`src/rtl/lc3b_hazard_stall_ctrl.sv`:
```
// lc3b_hazard_stall_ctrl
// Hazard and stall controller for the 5-stage LC-3b pipeline. It decides each
// cycle which pipeline registers load, when ID/EX captures the all-zero NOP
// control word, and when IF/ID is squashed.
// It handles three cases:
//   - memory-wait freezes
//   - load-use bubbles
//   - taken-branch flushes (the branch resolves in MEM)
// Optional feature macro: HAZARD_STATS_EN adds 32-bit event counters
// (stall cycles, load-use bubbles, accepted branches).
module lc3b_hazard_stall_ctrl #(
    parameter int REG_W        = 3,
    parameter int FLUSH_CYCLES = 2,
    parameter int MEM_TIMEOUT  = 255
) (
    input  logic             clk,
    input  logic             rst_n,
    input  logic [REG_W-1:0] id_src1_i,
    input  logic [REG_W-1:0] id_src2_i,
    input  logic             id_use_src1_i,
    input  logic             id_use_src2_i,
    input  logic             ex_mem_read_i,
    input  logic [REG_W-1:0] ex_dest_i,
    input  logic             imem_resp_i,
    input  logic             dmem_req_i,
    input  logic             dmem_resp_i,
    input  logic             branch_taken_i,
    output logic             load_pc_o,
    output logic             load_if_id_o,
    output logic             load_id_ex_o,
    output logic             load_ex_mem_o,
    output logic             load_mem_wb_o,
    output logic             nop_sel_ex_o,
    output logic             flush_if_id_o,
    output logic             mem_timeout_o
`ifdef HAZARD_STATS_EN
    ,
    output logic [31:0]      stat_stall_cycles_o,
    output logic [31:0]      stat_bubbles_o,
    output logic [31:0]      stat_flushes_o
`endif
);

    typedef enum logic [1:0] {
        RUN       = 2'd0,
        MEM_STALL = 2'd1,
        BUBBLE    = 2'd2,
        FLUSH     = 2'd3
    } state_e;

    localparam logic        MULTI_FLUSH  = (FLUSH_CYCLES > 1);
    localparam logic [1:0]  FLUSH_RELOAD = 2'(FLUSH_CYCLES - 1);
    localparam logic [15:0] TIMEOUT_VAL  = 16'(MEM_TIMEOUT);

    state_e      state_q, state_d;
    logic [1:0]  flush_cnt_q, flush_cnt_d;
    logic [15:0] wait_cnt_q, wait_cnt_d;
    logic        mem_timeout_q, mem_timeout_d;

    logic        freeze;
    logic        load_use;
    logic        do_branch;
    logic        do_bubble;
    logic        stall_evt;
    logic        bubble_evt;
    logic        branch_evt;

    assign freeze   = !imem_resp_i | (dmem_req_i & !dmem_resp_i);
    assign load_use = ex_mem_read_i &
                      ((id_use_src1_i & (id_src1_i == ex_dest_i)) |
                       (id_use_src2_i & (id_src2_i == ex_dest_i)));

    // Next-state and output decode: freeze beats branch beats load-use.
    // The outputs are forced to the safe reset pattern while reset is low.
    always_comb begin
        state_d       = state_q;
        flush_cnt_d   = flush_cnt_q;
        wait_cnt_d    = wait_cnt_q;
        mem_timeout_d = mem_timeout_q;
        load_pc_o     = 1'b1;
        load_if_id_o  = 1'b1;
        load_id_ex_o  = 1'b1;
        load_ex_mem_o = 1'b1;
        load_mem_wb_o = 1'b1;
        nop_sel_ex_o  = 1'b0;
        flush_if_id_o = 1'b0;
        do_branch     = 1'b0;
        do_bubble     = 1'b0;
        stall_evt     = 1'b0;
        bubble_evt    = 1'b0;
        branch_evt    = 1'b0;

        if (freeze) begin
            load_pc_o     = 1'b0;
            load_if_id_o  = 1'b0;
            load_id_ex_o  = 1'b0;
            load_ex_mem_o = 1'b0;
            load_mem_wb_o = 1'b0;
            stall_evt     = 1'b1;
            if (wait_cnt_q != TIMEOUT_VAL) begin
                wait_cnt_d = wait_cnt_q + 16'd1;
            end
            if (wait_cnt_d == TIMEOUT_VAL) begin
                mem_timeout_d = 1'b1;
            end
            if (state_q == RUN) begin
                state_d = MEM_STALL;
            end
        end else begin
            wait_cnt_d = '0;
            case (state_q)
                RUN, MEM_STALL: begin
                    state_d = RUN;
                    if (branch_taken_i) begin
                        do_branch = 1'b1;
                    end else if (load_use) begin
                        do_bubble = 1'b1;
                    end
                end
                BUBBLE: begin
                    state_d = RUN;
                    if (branch_taken_i) begin
                        do_branch = 1'b1;
                    end
                end
                FLUSH: begin
                    nop_sel_ex_o  = 1'b1;
                    flush_if_id_o = 1'b1;
                    if (branch_taken_i) begin
                        do_branch = 1'b1;
                    end else if (flush_cnt_q <= 2'd1) begin
                        state_d     = RUN;
                        flush_cnt_d = '0;
                    end else begin
                        flush_cnt_d = flush_cnt_q - 2'd1;
                    end
                end
                default: begin
                    state_d = RUN;
                end
            endcase

            if (do_branch) begin
                nop_sel_ex_o  = 1'b1;
                flush_if_id_o = 1'b1;
                branch_evt    = 1'b1;
                if (MULTI_FLUSH) begin
                    state_d     = FLUSH;
                    flush_cnt_d = FLUSH_RELOAD;
                end else begin
                    state_d     = RUN;
                    flush_cnt_d = '0;
                end
            end else if (do_bubble) begin
                load_pc_o    = 1'b0;
                load_if_id_o = 1'b0;
                nop_sel_ex_o = 1'b1;
                bubble_evt   = 1'b1;
                state_d      = BUBBLE;
            end
        end

        if (!rst_n) begin
            load_pc_o     = 1'b0;
            load_if_id_o  = 1'b0;
            load_id_ex_o  = 1'b0;
            load_ex_mem_o = 1'b0;
            load_mem_wb_o = 1'b0;
            nop_sel_ex_o  = 1'b1;
            flush_if_id_o = 1'b0;
        end
    end

    assign mem_timeout_o = mem_timeout_q;

    // State, flush countdown, memory-wait counter and sticky timeout flag
    always_ff @(posedge clk or negedge rst_n) begin
        if (!rst_n) begin
            state_q       <= RUN;
            flush_cnt_q   <= '0;
            wait_cnt_q    <= '0;
            mem_timeout_q <= 1'b0;
        end else begin
            state_q       <= state_d;
            flush_cnt_q   <= flush_cnt_d;
            wait_cnt_q    <= wait_cnt_d;
            mem_timeout_q <= mem_timeout_d;
        end
    end

`ifdef HAZARD_STATS_EN
    logic [31:0] stat_stall_q, stat_bubble_q, stat_flush_q;

    // Free-running event counters that wrap modulo 2^32
    always_ff @(posedge clk or negedge rst_n) begin
        if (!rst_n) begin
            stat_stall_q  <= '0;
            stat_bubble_q <= '0;
            stat_flush_q  <= '0;
        end else begin
            if (stall_evt) begin
                stat_stall_q <= stat_stall_q + 32'd1;
            end
            if (bubble_evt) begin
                stat_bubble_q <= stat_bubble_q + 32'd1;
            end
            if (branch_evt) begin
                stat_flush_q <= stat_flush_q + 32'd1;
            end
        end
    end

    assign stat_stall_cycles_o = stat_stall_q;
    assign stat_bubbles_o      = stat_bubble_q;
    assign stat_flushes_o      = stat_flush_q;
`else
    logic unused_evt;
    assign unused_evt = stall_evt ^ bubble_evt ^ branch_evt;
`endif

endmodule
```
`config.mk`:
```
export PLATFORM = sky130hd
export DESIGN_NAME = lc3b_hazard_stall_ctrl
export DESIGN_NICKNAME = d
export VERILOG_FILES = /design/src/rtl/lc3b_hazard_stall_ctrl.sv
export SDC_FILE = /design/constraint.sdc
export NUM_CORES = 1
export LEC_CHECK = 0
export ABC_AREA = 1
export CORE_ASPECT_RATIO = 1.75
export CORE_MARGIN = 3
export CORE_UTILIZATION = 40
export CTS_CLUSTER_DIAMETER = 120
export DETAILED_ROUTE_END_ITERATION = 8
export PLACE_DENSITY = 0.73
export RECOVER_POWER = 100
export SYNTH_ARGS = -nofsm -noshare
export SYNTH_HDL_FRONTEND = slang
export SYNTH_SLANG_ARGS = --single-unit
```
`constraint.sdc`:
```
create_clock -name clk -period 2.2 [get_ports clk]
set_input_delay 0.44 -clock clk [delete_from_list [all_inputs] [get_ports clk]]
set_output_delay 0.44 -clock clk [all_outputs]
set_load 0.05 [all_outputs]
```
==> flow_summary.json, run 1 <==
{
  "rows": 28,
  "dpl.hpwl_mm": 2.77,
  "first_global_vias": 1434,
  "async_reset_ff_share_pct": 100,
  "synth.avg_cell_area_sq_um": 6.97,
  "period_share_pct": 96.9,
  "grt.total_usage_pct": 17.3,
  "setup_viol": 0,
  "totalPowerFinal_mw": 0.914,
  "path_cells": "clkdlybuf4s50_1 > inv_1 > a21boi_2 > inv_2 > buf_4 > nor2_4 > buf_12 > buf_12",
  "drv_cap": 0,
  "cts_root_buffer": "clkbuf_8",
  "tritoncts_num_sinks": 21,
  "fin_util_pct": 55.8,
  "yosys_most_used_dff": "dfrtp_1",
  "num_vias": 1407,
  "synth_enable_flop_cells": 0,
  "start_util_pct": 42.5,
  "nNetsFinal": 260,
  "drt_iter0_drc": 16,
  "critPathArrivalTime_ps": 1690,
  "dieHeight_microns": 85.9,
  "gp_congestion": 0.869,
  "wirelength_mm": 3.39,
  "synthCells": 209,
  "fmax_mhz": 469,
  "cp_max_fo": 5,
  "synth_cell_types": 26,
  "outcome": "finished, final reports clean",
  "period_needed_ps": 2130,
  "io_buffers": 25,
  "synth_nets": 228,
  "slew_violations": 0,
  "yosys_warnings": 0,
  "tightest_slew_ps": 505,
  "relSlewSlack_pct": 66.2,
  "vdd_drop_max_v": 0.000335,
  "synth_area_sq_um": 1460,
  "hp-class": "reg -> reg",
  "start_kind": "input pin",
  "routed_via_density": 4.94,
  "layout-drive-gt1-share_pct": 16.3,
  "wl_per_cell_microns": 11.9,
  "antenna_cells": 0,
  "synth_top_area_share_pct": 36.1,
  "core_sq_um": 3430,
  "timing.final.hold_violations": 0,
  "grt_pass1_wl_mm": 5.93,
  "antenna_left": 0,
  "antenna_found_initial": 0,
  "cts_buffers": 3,
  "cts_buffer_depth": 2,
  "crit_required_ps": 1760,
  "area_growth_pct": 31.4,
  "synth.largest_area_cell": "dfrtp_1",
  "grt.overflow.total": 0,
  "yosysMostFrequentCell": "nand2_1",
  "cp_slowest_cell": "clkdlybuf4s50_1",
  "grt_max_degree": 23,
  "p_leak_nw": 0.898,
  "cp_common_cell": "buf_12",
  "synth_area_leaders": "dfrtp_1 36%, nand2_1 14%, nor2_1 7.2%",
  "critPathMaxStageDelay_ps": 450,
  "rrSetupSlack_ps": 210,
  "crit_path_end_kind": "primary output",
  "drc": 0,
  "path_clk_slew_ps": 70,
  "synth_common_cells": "55 x nand2_1, 28 x nor2_1, 24 x inv_1",
  "ys_seq_area_share_pct": 36.1,
  "rsz0062_at_grt": "yes",
  "clock_skew_ps": 2.64,
  "clk_latency_ps": 260,
  "cts_tree": "done",
  "drt-pass1-iter-count": 4,
  "path_class": "in -> out",
  "p_per_area_nw_per_um2": 477,
  "ys_ff_latch": 21,
  "htreeDepth": 1,
  "io_pins": 26,
  "dieArea_sq_um": 4430,
  "fp.dieW_microns": 51.6
}
## per-layer routing
metal  vias up  track usage (%)  part of all wire, %
met4         0             4.53                  1.2
met2        22             35.0                   60
met3         4             1.91                  2.4
met5         -                0                    0
met1       652             17.5                   37
li1        729                -                    -
## cell type report
type,instances,area [sq um]
Sequential cell,21,526
Inverter,27,101
Timing Repair Buffer,32,383
Multi-Input combinational cell,156,805
Tap cell,45,56.3
Clock buffer,4,45.0
Fill cell,354,1520
## critical path: cells and delay by family
family	cells	cell delay (ps)
AOI/OAI and AO/OA	1	160
buffers and inverters	6	990
and+or+nand+nor	1	90
## state kept, by name (all words and copies together) (netlist names)
register	count
flush_cnt_q	2
mem_timeout_o	1
state_q	2
wait_cnt_q	16
## power by group
group	total, mW	internal, mW	switching, mW
Combinational	0.220	0.104	0.116
Sequential	0.440	0.411	0.0287
Clock	0.254	0.129	0.125
## timing repair
| item | in CTS | in global routing |
|---|---|---|
| gates cloned | 0 | 0 |
| pin swaps | 8 | 5 |
| setup endpoints to repair | 3 | 2 |
| hold buffers | 0 | 0 |
| resized for setup | 11 | 6 |
| buffers inserted | 0 | 1 |
## cells by family (layout without fill, tap and decap cells)
| family | Yosys count | in the layout | synth area share, % |
|---|---|---|---|
| flip-flops | 21 | 21 | 36.1 |
| AO/OA/AOI/OAI | 28 | 28 | 11.4 |
| XOR/XNOR | 9 | 9 | 5.41 |
| AND/OR/NAND/NOR | 118 | 118 | 36.7 |
| adder cells (fa/ha/maj) | 1 | 1 | 0.858 |
| buffers and inverters | 32 | 63 | 9.53 |
## stage by stage
step / cells / TNS [ps] / instance area (sq um) / setup WS (ps) / hold slack, ps
floorplan: 209 / -198 / 1470 / -198 / 144
global placement: 280 / -98.3 / 1860 / -35.5 / 450
detailed placement: 280 / -239 / 1860 / -94.4 / 463
CTS: 284 / 0 / 1920 / 2.18 / 483
global route: 285 / -26.1 / 1920 / -16.4 / 509
finish: 285 / 0 / 1920 / 69.0 / 474
## worst paths after layout
kind / end / depth (start not counted) / start
max in group asynchronous: wait_cnt_q[15] / 2 / rst_n
worst max register to register: mem_timeout_o / 11 / wait_cnt_q[0]
worst max-delay path: load_mem_wb_o / 8 / dmem_resp_i
worst min-delay path: mem_timeout_o / 2 / mem_timeout_o
worst min register to register: mem_timeout_o / 2 / mem_timeout_o
min in group asynchronous: flush_cnt_q[0] / 2 / rst_n
## placed cells by master (no fill, tap or decap), drive strengths merged, types with 2 or more instances in the layout
cell type / count
buf: 13
nand2: 60
xor2: 2
nand3: 13
nand4: 9
clkbuf: 5
nor2: 33
xnor2: 7
nand3b: 2
inv: 27
dlygate4sd2: 8
a21oi: 15
dfrtp: 21
clkdlybuf4s50: 8
o21ai: 10
(Power assumes the default switching activity.)
==> inputs of run 2 (changes only) <==
- CTS_BUF_LIST: unset -> sky130_fd_sc_hd__clkbuf_4 sky130_fd_sc_hd__clkbuf_8
==> run 2 against run 1 <==
Effect of this change:
- critical path depth is the same
- via count grew 0.64%
- flip-flop and latch count is the same
- combinational power is essentially flat
- first-iteration DRC count grew 63%
==> flow_summary.json, run 2 (same netlist as run 1, synthesis figures left out) <==
{
  "critPathMaxStageDelay_ps": 450,
  "cts_buffers": 3,
  "io_pins": 26,
  "p_leak_nw": 0.901,
  "rsz0062_at_grt": "yes",
  "gp_congestion": 0.869,
  "drv_cap": 0,
  "cts_root_buffer": "clkbuf_8",
  "p_per_area_nw_per_um2": 481,
  "grt.total_usage_pct": 17.4,
  "antenna_cells": 0,
  "critPathArrivalTime_ps": 1690,
  "wirelength_mm": 3.44,
  "drc": 0,
  "dieHeight_microns": 85.9,
  "critPathBufInv": 6,
  "crit_family": "buffers and inverters",
  "nNetsFinal": 260,
  "fmax_mhz": 470,
  "num_vias": 1416,
  "relSlewSlack_pct": 66.2,
  "crit_required_ps": 1760,
  "ctsHoldBuffers": 0,
  "largest-register": "wait_cnt_q",
  "reg.largest.list": "wait_cnt_q (16), flush_cnt_q (2), state_q (2)",
  "period_needed_ps": 2130,
  "dieArea_sq_um": 4430,
  "hp-class": "reg -> reg",
  "path_cells": "clkdlybuf4s50_1 > inv_1 > a21boi_2 > inv_2 > buf_4 > nor2_4 > buf_12 > buf_12",
  "start_kind": "input pin",
  "drt_iter0_drc": 26,
  "path_class": "in -> out",
  "antenna_found_initial": 0,
  "start_util_pct": 42.5,
  "area_growth_pct": 31.7,
  "htreeDepth": 1,
  "antenna_left": 0,
  "setup_viol": 0,
  "hold-worst-slack_ps": 474,
  "fp.dieW_microns": 51.6,
  "grt_pass1_wl_mm": 5.95,
  "layout-drive-gt1-share_pct": 16.7,
  "crit_path_end_kind": "primary output",
  "clk_latency_ps": 260,
  "first_global_vias": 1432,
  "largest_reg_flops": 16,
  "cp_common_cell": "buf_12",
  "outcome": "finished, final reports clean",
  "cts_buffer_depth": 2,
  "vdd_drop_max_v": 0.000338,
  "tritoncts_num_sinks": 21,
  "clock_skew_ps": 4.29,
  "io_buffers": 25,
  "routed_via_density": 4.97,
  "dp_slack_ps": -94.4,
  "period_share_pct": 96.7,
  "core_sq_um": 3430,
  "grt.overflow.total": 0,
  "timing.final.hold_violations": 0,
  "slew_violations": 0,
  "grt_max_degree": 23,
  "cp_slowest_cell": "clkdlybuf4s50_1",
  "tightest_slew_ps": 505,
  "cp_max_fo": 5,
  "finalWorstSetupSlack_ps": 72.8,
  "path_clk_slew_ps": 70,
  "wl_per_cell_microns": 12.1,
  "rows": 28,
  "drt-pass1-iter-count": 4,
  "cts_tree": "done",
  "layout_common_cells": "55 x nand2_1, 28 x nor2_1, 22 x inv_1",
  "dpl.hpwl_mm": 2.77,
  "layout_commonest_cell": "nand2_1"
}
-- run 2: cell counts in the layout (fill, tap and decap cells not counted) --
Identical to the previous run, type by type.
-- run 2: final timing paths --
kind	from	endpoint	slack, ps	depth (start not counted)
worst max-delay path	dmem_resp_i	load_mem_wb_o	70	8
worst max register to register	wait_cnt_q[0]	mem_timeout_o	210	11
worst min-delay path	mem_timeout_o	mem_timeout_o	470	2
min in group asynchronous	rst_n	flush_cnt_q[0]	640	2
max in group asynchronous	rst_n	wait_cnt_q[15]	1330	2
worst min register to register	mem_timeout_o	mem_timeout_o	470	2
-- run 2: area by class of cell --
class | count | area, sq um
timing repair buffer | 32 | 383
clock buffer | 4 | 48.8
tap | 45 | 56.3
fill | 354 | 1510
multi-input combinational | 156 | 805
inverter | 27 | 101
sequential | 21 | 526
-- run 2: power by group --
group,internal [mW],switching [mW]
combinational,0.104,0.114
sequential,0.411,0.0300
clock,0.141,0.124
total,0.656,0.268
-- run 2: per-stage QoR --
step                cell area (sq um)  std cells  util (%)  total power [mW]  setup TNS [ps]
floorplan                        1470        209         -             0.561            -198
global placement                 1860        280      54.2             0.666           -98.3
detailed placement               1860        280      54.2             0.668            -239
CTS                              1920        284      55.9             0.933               0
global route                     1920        285      55.9             0.975           -26.1
finish                           1920        285      55.9             0.924               0
-- run 2: timing repair --
item | CTS | global route
endpoints found under the hold margin | 0 | 0
buffers inserted | 0 | 1
pin swaps | 8 | 5
cloned | 0 | 0
endpoints found under the setup margin | 3 | 2
gates resized for setup | 11 | 6
-- run 2: per-layer routing --
metal | share of wire (%) | track usage [%]
met5 | 0 | 0
met4 | 0.61 | 4.53
met3 | 2.5 | 1.91
met2 | 60 | 34.9
met1 | 37 | 17.9
-- run 2: worst reg2reg max path: cells and delay by family, from the launching register on --
family | cells | cell delay (ps)
fa+ha+maj | 1 | 260
buf+inv | 1 | 50
flops | 1 | 450
simple gates | 9 | 1170
==> inputs of run 3 (changes only) <==
--- a/config.mk
+++ b/config.mk
@@ -9,3 +9,2 @@
 export CORE_ASPECT_RATIO = 1.75
-export CORE_MARGIN = 3
 export CORE_UTILIZATION = 40
@@ -14,3 +13,3 @@
 export DETAILED_ROUTE_END_ITERATION = 8
-export PLACE_DENSITY = 0.73
+export PLACE_DENSITY = 0.7
 export RECOVER_POWER = 100
==> constraint.sdc (replaced) <==
create_clock -name clk -period 2.2 [get_ports clk]
set_input_delay 0.33 -clock clk [delete_from_list [all_inputs] [get_ports clk]]
set_output_delay 0.33 -clock clk [all_outputs]
set_load 0.05 [all_outputs]
==> run 3 against run 2 <==
Effect of this change:
- register-to-register slack improved by 30 ps
- global-route usage rose by 3.2 points
- critical path type unchanged
- clock skew decreased by 1.8 ps
- power is 2.9% lower
- sequential power about the same
- largest cell class unchanged
- combinational power decreased by 8%
- setup slack gained 82 ps
==> flow_summary.json, run 3 (same netlist as run 1, synthesis figures left out) <==
{
  "outcome": "finished, final reports clean",
  "antenna_left": 0,
  "timing.final.hold_violations": 0,
  "rsz0062_at_grt": "no",
  "io_pins": 26,
  "slew_violations": 0,
  "period_needed_ps": 2050,
  "worstRegToRegCells": 11,
  "core_sq_um": 3430,
  "start_kind": "input pin",
  "period_share_pct": 93.0,
  "wl_per_cell_microns": 11.9,
  "hp-class": "reg -> reg",
  "path_clk_slew_ps": 80,
  "drt-pass1-iter-count": 4,
  "path_class": "in -> out",
  "grt_use_met1_pct": 21.2,
  "relSlewSlack_pct": 22.0,
  "dieHeight_microns": 81.9,
  "whs_path_depth": 2,
  "cts_setup_buffers": 0,
  "seq_area_sq_um": 526,
  "area_growth_pct": 26.4,
  "fin_util_pct": 53.6,
  "layout_common_cells": "57 x nand2_1, 30 x nor2_1, 25 x inv_1",
  "n_fill_cell": 381,
  "grt_pass1_wl_mm": 5.83,
  "grt.overflow.total": 0,
  "drt_iter0_drc": 30,
  "grt.total_usage_pct": 20.6,
  "routed_via_density": 4.98,
  "totalPowerFinal_mw": 0.897,
  "grt.busiest_layer": "met2",
  "tightest_slew_ps": 1170,
  "antenna_found_initial": 0,
  "rows": 28,
  "clock_skew_ps": 2.50,
  "grt_util_met2_pct": 38.8,
  "p_leak_nw": 0.848,
  "num_vias": 1404,
  "largest-register": "wait_cnt_q",
  "multi_input_area_sq_um": 783,
  "antenna_cells": 0,
  "nNetsFinal": 257,
  "ctsHoldBuffers": 0,
  "grt_max_degree": 22,
  "layout-drive-gt1-share_pct": 12.2,
  "use_met3_pct": 2.42,
  "largest_reg_flops": 16,
  "dieArea_sq_um": 3900,
  "gp_congestion": 0.876,
  "start_util_pct": 42.5,
  "cts_buffers": 3,
  "cp_max_fo": 7,
  "clk_latency_ps": 260,
  "crit_path_end_kind": "primary output",
  "vdd_drop_max_v": 0.000352,
  "htreeDepth": 1,
  "p_per_area_nw_per_um2": 487,
  "reg.largest.list": "wait_cnt_q (16), flush_cnt_q (2), state_q (2)",
  "drc": 0,
  "cts_resized": 0,
  "fmax_mhz": 489,
  "tritoncts_num_sinks": 21,
  "hold-worst-slack_ps": 467,
  "wirelength_mm": 3.34,
  "layout_commonest_cell": "nand2_1",
  "fp.dieW_microns": 47.6,
  "dpl.hpwl_mm": 2.71,
  "first_global_vias": 1436,
  "critPathArrivalTime_ps": 1720,
  "cts_root_buffer": "clkbuf_8",
  "setup_viol": 0,
  "drv_cap": 0,
  "cts_tree": "done",
  "crit_required_ps": 1870,
  "cts_buffer_depth": 2,
  "io_buffers": 25
}
## run 3: worst max-delay path, cell delays in order
cell,delay [ps]
dlygate4sd3_1,520
inv_1,50
a21boi_2,130
inv_1,140
nor3_2,360
buf_12,190
## run 3: through the flow
stage	setup slack, ps	area [sq um]	instances	setup TNS (ps)
final	154	1840	282	0
after global routing	34.0	1840	282	0
after CTS	163	1880	282	0
after detailed placement	162	1830	278	0
after global placement	181	1830	278	0
after floorplan	-1.95	1460	209	-3.90
## run 3: power by group
part | leakage [nW] | switching (mW) | internal, mW | total, mW
combinational | 0.544 | 0.108 | 0.0927 | 0.201
sequential | 0.279 | 0.0314 | 0.411 | 0.443
clock | 0.0255 | 0.128 | 0.126 | 0.254
## run 3: path summary, 6_finish.rpt
check	from	to	slack, ps
setup / recovery	dmem_resp_i	load_if_id_o	150
hold / removal	mem_timeout_o	mem_timeout_o	470
setup reg to reg	wait_cnt_q[0]	mem_timeout_o	240
hold reg to reg	mem_timeout_o	mem_timeout_o	470
max in group asynchronous	rst_n	wait_cnt_q[4]	550
min in group asynchronous	rst_n	wait_cnt_q[9]	950
## run 3: final cells by class
| class | count | share of cell area [%] |
|---|---|---|
| clock inverter | 1 | 0.272 |
| sequential | 21 | 28.5 |
| tap | 45 | 3.06 |
| clock buffer | 3 | 2.24 |
| timing repair buffer | 29 | 17.9 |
| inverter | 27 | 5.50 |
| multi-input combinational | 156 | 42.5 |
## run 3: routing by layer
layer	routed length (microns)	vias up
li1	-	719
met5	0	-
met2	1940	30
met1	1260	648
met4	82	0
met3	63	7
